`src/rtl/run_logger_if.sv`:
```
// Record stream between run_logger and its consumer.
// The logger drives valid/data and the consumer drives ready.
interface run_logger_if #(
  parameter int DW = 12
);
  logic          rec_valid;
  logic          rec_ready;
  logic [DW-1:0] rec_data;

  modport master (
    output rec_valid,
    output rec_data,
    input  rec_ready
  );

  modport slave (
    input  rec_valid,
    input  rec_data,
    output rec_ready
  );
endinterface

```
`src/rtl/run_logger.sv`:
```
// run_logger: times each S->G run of the run controller in clock cycles.
// Each finished run becomes one record {run_id, cycles}. Records are queued
// in a small show-ahead FIFO that a consumer drains over valid/ready.
// Sticky flags report records dropped on a full FIFO (overflow) and a done
// pulse that arrived with no run in progress (stray).
module run_logger #(
  parameter int DEPTH = 4,
  parameter int CW    = 8,
  parameter int IDW   = 4
) (
  input  logic          clk,
  input  logic          reset,
  input  logic          S,
  input  logic          G,
  run_logger_if.master  rec,
  output logic          busy,
  output logic          overflow,
  output logic          stray
);

  localparam int AW = $clog2(DEPTH);
  localparam int DW = IDW + CW;

  localparam logic [0:0] IDLE   = 1'b0;
  localparam logic [0:0] TIMING = 1'b1;

  localparam logic [AW-1:0]  PTR_ONE  = AW'(1'b1);
  localparam logic [AW:0]    CNT_ZERO = {(AW+1){1'b0}};
  localparam logic [AW:0]    CNT_ONE  = (AW+1)'(1'b1);
  localparam logic [AW:0]    CNT_FULL = (AW+1)'(DEPTH);
  localparam logic [CW-1:0]  CW_ZERO  = {CW{1'b0}};
  localparam logic [CW-1:0]  CW_ONE   = CW'(1'b1);
  localparam logic [CW-1:0]  CW_MAX   = {CW{1'b1}};
  localparam logic [IDW-1:0] ID_ZERO  = {IDW{1'b0}};
  localparam logic [IDW-1:0] ID_ONE   = IDW'(1'b1);
  localparam logic [DW-1:0]  REC_ZERO = {DW{1'b0}};

  // Registered state
  logic [0:0]     state_r;
  logic [CW-1:0]  timer_r;
  logic [IDW-1:0] next_id_r;
  logic [DW-1:0]  mem_r [DEPTH];
  logic [AW-1:0]  wr_ptr_r;
  logic [AW-1:0]  rd_ptr_r;
  logic [AW:0]    count_r;
  logic           rec_valid_r;
  logic [DW-1:0]  rec_data_r;
  logic           overflow_r;
  logic           stray_r;

  // Next-state and handshake signals
  logic [0:0]     state_next_s;
  logic [CW-1:0]  timer_next_s;
  logic           push_req_s;
  logic           pop_s;
  logic           full_s;
  logic           push_ok_s;
  logic           push_drop_s;
  logic           stray_hit_s;
  logic [DW-1:0]  record_s;
  logic [AW:0]    count_next_s;
  logic [AW-1:0]  rd_ptr_next_s;
  logic [DW-1:0]  head_next_s;

  // Run FSM next state and cycle timer; S during TIMING is deliberately ignored
  always_comb begin
    state_next_s = state_r;
    timer_next_s = timer_r;
    case (state_r)
      IDLE: begin
        if (S) begin
          state_next_s = TIMING;
          timer_next_s = CW_ONE;
        end else begin
          state_next_s = IDLE;
          timer_next_s = timer_r;
        end
      end
      TIMING: begin
        if (G) begin
          state_next_s = IDLE;
          timer_next_s = CW_ZERO;
        end else if (timer_r != CW_MAX) begin
          state_next_s = TIMING;
          timer_next_s = timer_r + CW_ONE;
        end else begin
          state_next_s = TIMING;
          timer_next_s = timer_r;
        end
      end
      default: begin
        state_next_s = IDLE;
        timer_next_s = CW_ZERO;
      end
    endcase
  end

  // Push/pop decisions: a full FIFO still accepts a push when the head leaves on the same edge
  always_comb begin
    push_req_s  = (state_r == TIMING) && G;
    stray_hit_s = (state_r == IDLE) && G;
    pop_s       = rec_valid_r && rec.rec_ready;
    full_s      = (count_r == CNT_FULL);
    push_ok_s   = push_req_s && (!full_s || pop_s);
    push_drop_s = push_req_s && !push_ok_s;
    record_s    = {next_id_r, timer_r};
  end

  // Occupancy and the head entry the output register must show after this edge
  always_comb begin
    case ({push_ok_s, pop_s})
      2'b10:   count_next_s = count_r + CNT_ONE;
      2'b01:   count_next_s = count_r - CNT_ONE;
      default: count_next_s = count_r;
    endcase

    if (pop_s) begin
      rd_ptr_next_s = rd_ptr_r + PTR_ONE;
    end else begin
      rd_ptr_next_s = rd_ptr_r;
    end

    // The new head comes from storage unless the only candidate is the record
    // being written on this very edge (FIFO empty, or one entry that leaves).
    if (pop_s) begin
      if (count_r > CNT_ONE) begin
        head_next_s = mem_r[rd_ptr_next_s];
      end else begin
        head_next_s = record_s;
      end
    end else if (count_r == CNT_ZERO) begin
      head_next_s = record_s;
    end else begin
      head_next_s = rec_data_r;
    end
  end

  // FSM state and timer registers
  always_ff @(posedge clk) begin
    if (reset) begin
      state_r <= IDLE;
      timer_r <= CW_ZERO;
    end else begin
      state_r <= state_next_s;
      timer_r <= timer_next_s;
    end
  end

  // FIFO storage write port
  always_ff @(posedge clk) begin
    if (reset) begin
      for (int i = 0; i < DEPTH; i++) begin
        mem_r[i] <= REC_ZERO;
      end
    end else if (push_ok_s) begin
      mem_r[wr_ptr_r] <= record_s;
    end
  end

  // FIFO pointers, occupancy and the registered show-ahead head
  always_ff @(posedge clk) begin
    if (reset) begin
      wr_ptr_r    <= {AW{1'b0}};
      rd_ptr_r    <= {AW{1'b0}};
      count_r     <= CNT_ZERO;
      rec_valid_r <= 1'b0;
      rec_data_r  <= REC_ZERO;
    end else begin
      if (push_ok_s) begin
        wr_ptr_r <= wr_ptr_r + PTR_ONE;
      end
      rd_ptr_r    <= rd_ptr_next_s;
      count_r     <= count_next_s;
      rec_valid_r <= (count_next_s != CNT_ZERO);
      rec_data_r  <= head_next_s;
    end
  end

  // Run id advances only on an accepted record; sticky anomaly flags
  always_ff @(posedge clk) begin
    if (reset) begin
      next_id_r  <= ID_ZERO;
      overflow_r <= 1'b0;
      stray_r    <= 1'b0;
    end else begin
      if (push_ok_s) begin
        next_id_r <= next_id_r + ID_ONE;
      end
      if (push_drop_s) begin
        overflow_r <= 1'b1;
      end
      if (stray_hit_s) begin
        stray_r <= 1'b1;
      end
    end
  end

  assign rec.rec_valid = rec_valid_r;
  assign rec.rec_data  = rec_data_r;
  assign busy          = (state_r == TIMING);
  assign overflow      = overflow_r;
  assign stray         = stray_r;

endmodule
```
`src/flat_wrapper.sv`:
```
// flat-port wrapper written by rule: the top's interface ports become plain ports
module run_logger_flat 
#(
  parameter int DEPTH = 4,
  parameter int CW    = 8,
  parameter int IDW   = 4
)
  (clk, reset, S, G, busy, overflow, stray, rec_rec_valid, rec_rec_data, rec_rec_ready);
  run_logger_if rec_i ();
  input  logic clk;
  input  logic reset;
  input  logic S;
  input  logic G;
  output logic busy;
  output logic overflow;
  output logic stray;
  output wire logic [$bits(rec_i.rec_valid)-1:0] rec_rec_valid;
  output wire logic [$bits(rec_i.rec_data)-1:0] rec_rec_data;
  input wire logic [$bits(rec_i.rec_ready)-1:0] rec_rec_ready;
  assign rec_rec_valid = rec_i.rec_valid;
  assign rec_rec_data = rec_i.rec_data;
  assign rec_i.rec_ready = rec_rec_ready;
  run_logger #(.DEPTH(DEPTH), .CW(CW), .IDW(IDW)) u_core (.clk(clk), .reset(reset), .S(S), .G(G), .rec(rec_i), .busy(busy), .overflow(overflow), .stray(stray));
endmodule
```
`config.mk`:
```
export PLATFORM = sky130hd
export DESIGN_NAME = run_logger_flat
export DESIGN_NICKNAME = d
export VERILOG_FILES = /design/src/rtl/run_logger_if.sv /design/src/rtl/run_logger.sv /design/src/flat_wrapper.sv
export SDC_FILE = /design/constraint.sdc
export NUM_CORES = 1
export LEC_CHECK = 0
export ABC_AREA = 1
export BUFFER_PORTS_ARGS = -buffer_cell sky130_fd_sc_hd__buf_2
export CAP_MARGIN = 20
export CORE_UTILIZATION = 35
export CTS_CLUSTER_SIZE = 12
export DETAILED_ROUTE_END_ITERATION = 12
export HOLD_SLACK_MARGIN = 0.03
export SYNTH_ARGS = -nofsm -noshare
export SYNTH_HDL_FRONTEND = slang
export SYNTH_SLANG_ARGS = --single-unit
```
`constraint.sdc`:
```
create_clock -name clk -period 2.53 [get_ports clk]
set_input_delay 0.1265 -clock clk [delete_from_list [all_inputs] [get_ports clk]]
set_output_delay 0.1265 -clock clk [all_outputs]
set_load 0.05 [all_outputs]
```
Word-level counts from Yosys, hierarchy flattened
Memories as Yosys holds them, arrays and structs flattened. Cells that the tools add are included.

Bits in registers: 35. Latch bits: 0. Memory bits (writable): 48. Memory bits (read-only): 0. Bits of input ports: 5. Output and inout port bits: 16. Memories kept: 1.

Add/subtract/negate cells: 6. $mul: 0. Div/mod/pow operators: 0. Order comparisons: 1. Eq/ne operators: 6. Shift-type cells: 0. Mux-type cells: 20. Bitwise logic cells: 1. Reduce and logical (&&, ||, !) cells: 13.

Memory list: u_core.mem_r (words 4, bits a word 12, rd ports 1, clocked after Yosys merged registers in 0, write ports 4, RTL line run_logger.sv:42) `logic [DW-1:0] mem_r [DEPTH];`.

Operator list (count): $mux W12 (4); $mux W8 (3); $pmux W8 S2 (1); $reduce_or A12 Y1 (1); $add A8 B1 Y8 const B (1); $mux W1 (8); $ne A8 B8 Y1 const B (1); $pmux W3 S2 (1); $logic_and A1 B1 Y1 (5); $add A2 B1 Y2 const B (2); $add A4 B1 Y4 const B (1); $mux W2 (2); $add A3 B1 Y3 const B (1); $eq A3 B3 Y1 const B (1); $gt A3 B1 Y1 const B (1); $logic_not A3 Y1 (1); $ne A3 B3 Y1 const B (1); $reduce_bool A3 Y1 (1); $sub A3 B1 Y3 const B (1); $eq A2 B1 Y1 const B (1); $eq A2 B2 Y1 const B (1); $logic_not A1 Y1 (2); $ne A2 B2 Y1 const B (1); $pmux W1 S2 (1); other kinds (4) (4).

Depth between registers and ports, before layout
Depth in word-level cells: 9. Gate-level depth with buffers: 12. Gate-level depth less buffers: 12.

Least setup slack after synthesis
Ideal clock, no wire load.

Path kind: flip-flop to flip-flop. Start: register u_core.rec_valid_r (netlist: u_core.rec.rec_valid). End: memory u_core.mem_r[3][0], enable pin. Arrival: 2098 ps. Required time: 2130 ps. Path slack: 31 ps. Stages on the path, launching flop included: 5. Period minus slack after synthesis: 2499 ps. Cells stage by stage: dfxtp_1 nand2_2 nand3_1 nand2_2 o31ai_1.

RTL lines: start, declared (RTL line run_logger.sv:46) `logic rec_valid_r;`; start signal, assigned (RTL line run_logger.sv:174) `rec_valid_r <= (count_next_s != CNT_ZERO);`; end, declared (RTL line run_logger.sv:42).

==> summary.md <==
| Metric | Value |
|---|---|
| Die H | `approximately 110 um` |
| Slew Viols, Final | `0` |
| Starting Density | `0.3666` |
| Vias in the first global route | `around 3,000` |
| YS warnings | `0` |
| CP max stage cell | `dfxtp_1` |
| Layout Nets | `519` |
| CP startpoint kind | `register` |
| Via count | `3,152` |
| Layout Area Growth over Synthesis | `12.97%` |
| Setup violations, final | `0` |
| Tcrit/Tclk final | `0.8550` |
| Setup Fix Bufs, Post-CTS | `0` |
| Post_cts resized | `0` |
| Worst Tran Pin Value | `just under 600 ps` |
| Detailed Route WL | `9027 um` |
| VDD IR max | `roughly 0.43 mV` |
| Placeable core area | `around 11,000 um^2` |
| Seq/Total Area, Yosys | `0.5274` |
| Clock sinks | `83` |
| Worst-case reg-to-reg path depth | `7` |
| Top cell by count, worst path | `nand2_2` |
| Layout cell share with drive strength beyond 1 | `0.1037` |
| Arrival time at the worst endpoint | `between 2000 and 2500 ps` |
| Worst r2r src | `u_core.count_r[0]$_SDFF_PP0_` |
| Total CTS buffers | `9` |
| Design area | `4588 um^2` |
| Critical path capture point type | `register` |
| TritonRoute pass-1 iters | `4` |
| MaxCap Viol Count | `0` |
| Synth Register Bits | `83` |
| # DRC | `0` |
| Avg WL per Cell | `13.87 um` |
| Vias/cell | `4.842` |
| Crit Path Max Fanout | `13` |
| Crit path buffers/inverters | `1` |
| Cell variety after synth | `31` |
| RePlAce Congestion | `0.8631` |
| Largest net degree at the start of global routing | `26` |
| Worst Hold Depth | `3` |
| Ports | `21` |
| TritonCTS clock tree | `built` |
| First-pass GRT wire length | `around 14,000 um` |
| Outcome | `finished, final reports clean` |
| Synthesized area per cell | `8.306 um^2` |
| Mapped cell area | `4061 um^2` |
| Iter 0 DRT Violations | `between 150 and 200` |
| Final HPWL DP | `6486 um` |
| H-tree depth | `3` |
| Crit-path cells | `inv_1 -> ha_1 -> nand3_1 -> nand2_2 -> nor3_2 -> nand2_2 -> nand2_1` |
| CTS Buffer Depth | `2` |
| Critical Path Stages | `7` |
| GR Util All Layers | `0.1630` |
| Reg2reg end | `u_core.mem_r[0][10]$_SDFFCE_PN0P_` |
| Lkg Pwr | `2.001 nW` |
| Placed instance area | `4274 um^2` |
| Tmin final | `roughly 2200 ps` |
| Die width | `109.7 um` |
| Die area | `12,040 um^2` |
| Max incr delay on CP | `420 ps` |
| Crit Path Class | `register to register` |
| Setup_tns | `0 ps` |
| Clock slew at reported path FFs | `60 ps` |
| Fmax | `approximately 0.46 GHz` |
| Unrepaired setup endpoints after global routing | `no` |
| Final Hold Vio Count | `0` |
| Family with the most delay on the worst path | `simple AND/OR/NAND/NOR gates` |
| Hold EP | `u_core.stray$_SDFFE_PP0P_` |
| Antenna diodes | `0` |
| Worst skew pair latency | `340 ps` |
| Initial antenna violation count | `0` |
| Detail Route Antenna Nets | `0` |
| Post-Synthesis Cells | `489` |
| GR Overflow Total | `0` |
| Root buf cell | `clkbuf_16` |
| Hold Path Origin | `G` |
| Port buffer count | `20` |
| HP Class | `primary input to register` |
| Synthesized Nets | `between 500 and 600` |
| Power Density | `711.8 nW/um^2` |
| Row cnt | `38` |
| Slew margin rel. | `0.6049` |
| Worst Clk Skew | `5.952 ps` |
| WP data required | `2510 ps` |
| Hold buffer count at cts | `0` |
| Flop-to-flop setup slack | `370 ps` |
-- cell usage after synthesis --
cell,number,area [um^2]
nand2_1,129,484.2
nor2_1,64,240.2
inv_1,61,229.0
edfxtp_1,48,1441
dfxtp_1,35,700.7
nand3_1,35,175.2
a21oi_1,25,125.1
nand3b_1,12,90.09
o21ai_0,12,60.06
a21boi_0,8,60.06
ha_1,8,100.1
clkbuf_1,7,26.28
nand2_2,7,43.79
buf_2,6,30.03
buf_4,6,45.04
a21boi_1,4,30.03
nand4_1,4,25.02
inv_2,2,7.510
mux2i_1,2,20.02
nor3_1,2,10.01
o21bai_1,2,15.01
a21oi_4,1,16.27
a22o_1,1,8.760
buf_6,1,11.26
nand2_4,1,11.26
nand3_2,1,10.01
nor2_4,1,11.26
nor3_2,1,10.01
o21a_1,1,7.510
o221ai_1,1,8.760
o31ai_1,1,7.510
-- metrics by stage --
step / utilization / hold slack, ps / setup WS [ps] / power (mW) / cells
4_1_cts: 0.4142 / 57.00 / 366.6 / 3.289 / 651
3_3_place_gp: 0.3858 / 405.4 / 437.2 / 1.884 / 635
6_report: 0.4142 / 62.78 / 366.9 / 3.266 / 651
2_1_floorplan: - / 271.2 / 31.22 / 1.808 / 489
3_5_place_dp: 0.3858 / 409.7 / 385.4 / 1.891 / 635
5_1_grt: 0.4142 / 67.08 / 225.0 / 3.390 / 651
-- per-layer routing --
| metal | global-route usage | part of all wire |
|---|---|---|
| met2 | 0.2767 | 0.49 |
| met3 | 0.04801 | 0.035 |
| met5 | 0 | 0 |
| met1 | 0.1980 | 0.46 |
| met4 | 0.05238 | 0.018 |
-- worst max-delay path by stage --
stage                                          startpoint                                end
after floorplan           u_core.rec.rec_valid$_SDFF_PP0_       u_core.mem_r[3][0]$_DFFE_PP_
after global placement       u_core.count_r[0]$_SDFF_PP0_   u_core.mem_r[0][2]$_SDFFCE_PN0P_
after detailed placement     u_core.count_r[0]$_SDFF_PP0_   u_core.mem_r[0][1]$_SDFFCE_PN0P_
after CTS                    u_core.count_r[0]$_SDFF_PP0_   u_core.mem_r[0][1]$_SDFFCE_PN0P_
after global routing         u_core.count_r[0]$_SDFF_PP0_   u_core.mem_r[0][8]$_SDFFCE_PN0P_
final                        u_core.count_r[0]$_SDFF_PP0_  u_core.mem_r[0][10]$_SDFFCE_PN0P_
-- where the power goes --
part	switching (mW)	total (mW)	internal, mW	leakage (nW)
combinational	0.262	0.359	0.0966	1.07
clock	0.512	1.41	0.894	0.151
sequential	0.0274	1.50	1.47	0.781
total	0.801	3.27	2.46	2.00
-- worst reg2reg max path, stage by stage (launching register included) --
cell and delay [ps]:
dfxtp_1 420, inv_1 90, ha_1 250, nand3_1 130, nand2_2 140, nor3_2 180, nand2_2 180, nand2_1 410
-- final cells by class --
class                   count  area, um^2
flip-flops and latches     83        2142
repair buffers             26       145.1
clock inverters             2       60.06
inverters                  63       236.5
well taps                 140       175.2
multi-input cells         323        1575
clock buffers              14       254.0
fillers                  1118        6490
-- sequential cells by signal, indices dropped and copies added (netlist names) --
name	cells
u_core.overflow	1
u_core.timer_r	8
u_core.rec.rec_valid	1
u_core.next_id_r	4
u_core.rec.rec_data	12
u_core.count_r	3
u_core.stray	1
u_core.rd_ptr_r	2
u_core.mem_r	48
u_core.busy	1
u_core.wr_ptr_r	2
-- logic make-up after synthesis --
family,share of synthesized area
AND/OR/NAND/NOR,0.2736
multiplexers,0.004929
AO/OA/AOI/OAI,0.08349
adder cells (fa/ha/maj),0.02465
flip-flops,0.5274
buffers and inverters,0.08595
-- cell usage in the layout, fill, tap and decap left out --
master	Yosys	final
clkbuf_16	0	9
inv_2	2	2
edfxtp_1	48	48
nand4_1	4	4
clkbuf_1	7	4
o31ai_2	0	1
bufinv_16	0	2
ha_1	8	8
inv_1	61	61
o21a_1	1	1
o21bai_1	2	2
a21oi_1	25	25
a21oi_4	1	1
nand3_1	35	35
o221ai_1	1	1
nand3b_1	12	12
mux2i_1	2	2
nor2_1	64	64
clkbuf_8	0	1
buf_4	6	6
nor2_4	1	1
nor3_2	1	1
a21boi_0	8	8
nor3_1	2	2
o21ai_0	12	12
nand2_2	7	7
dfxtp_1	35	35
a21boi_1	4	4
nand2_1	129	129
a22o_1	1	1
buf_2	6	20
nand3_2	1	1
nand2_4	1	1
Power figures use the tool's default switching activity.
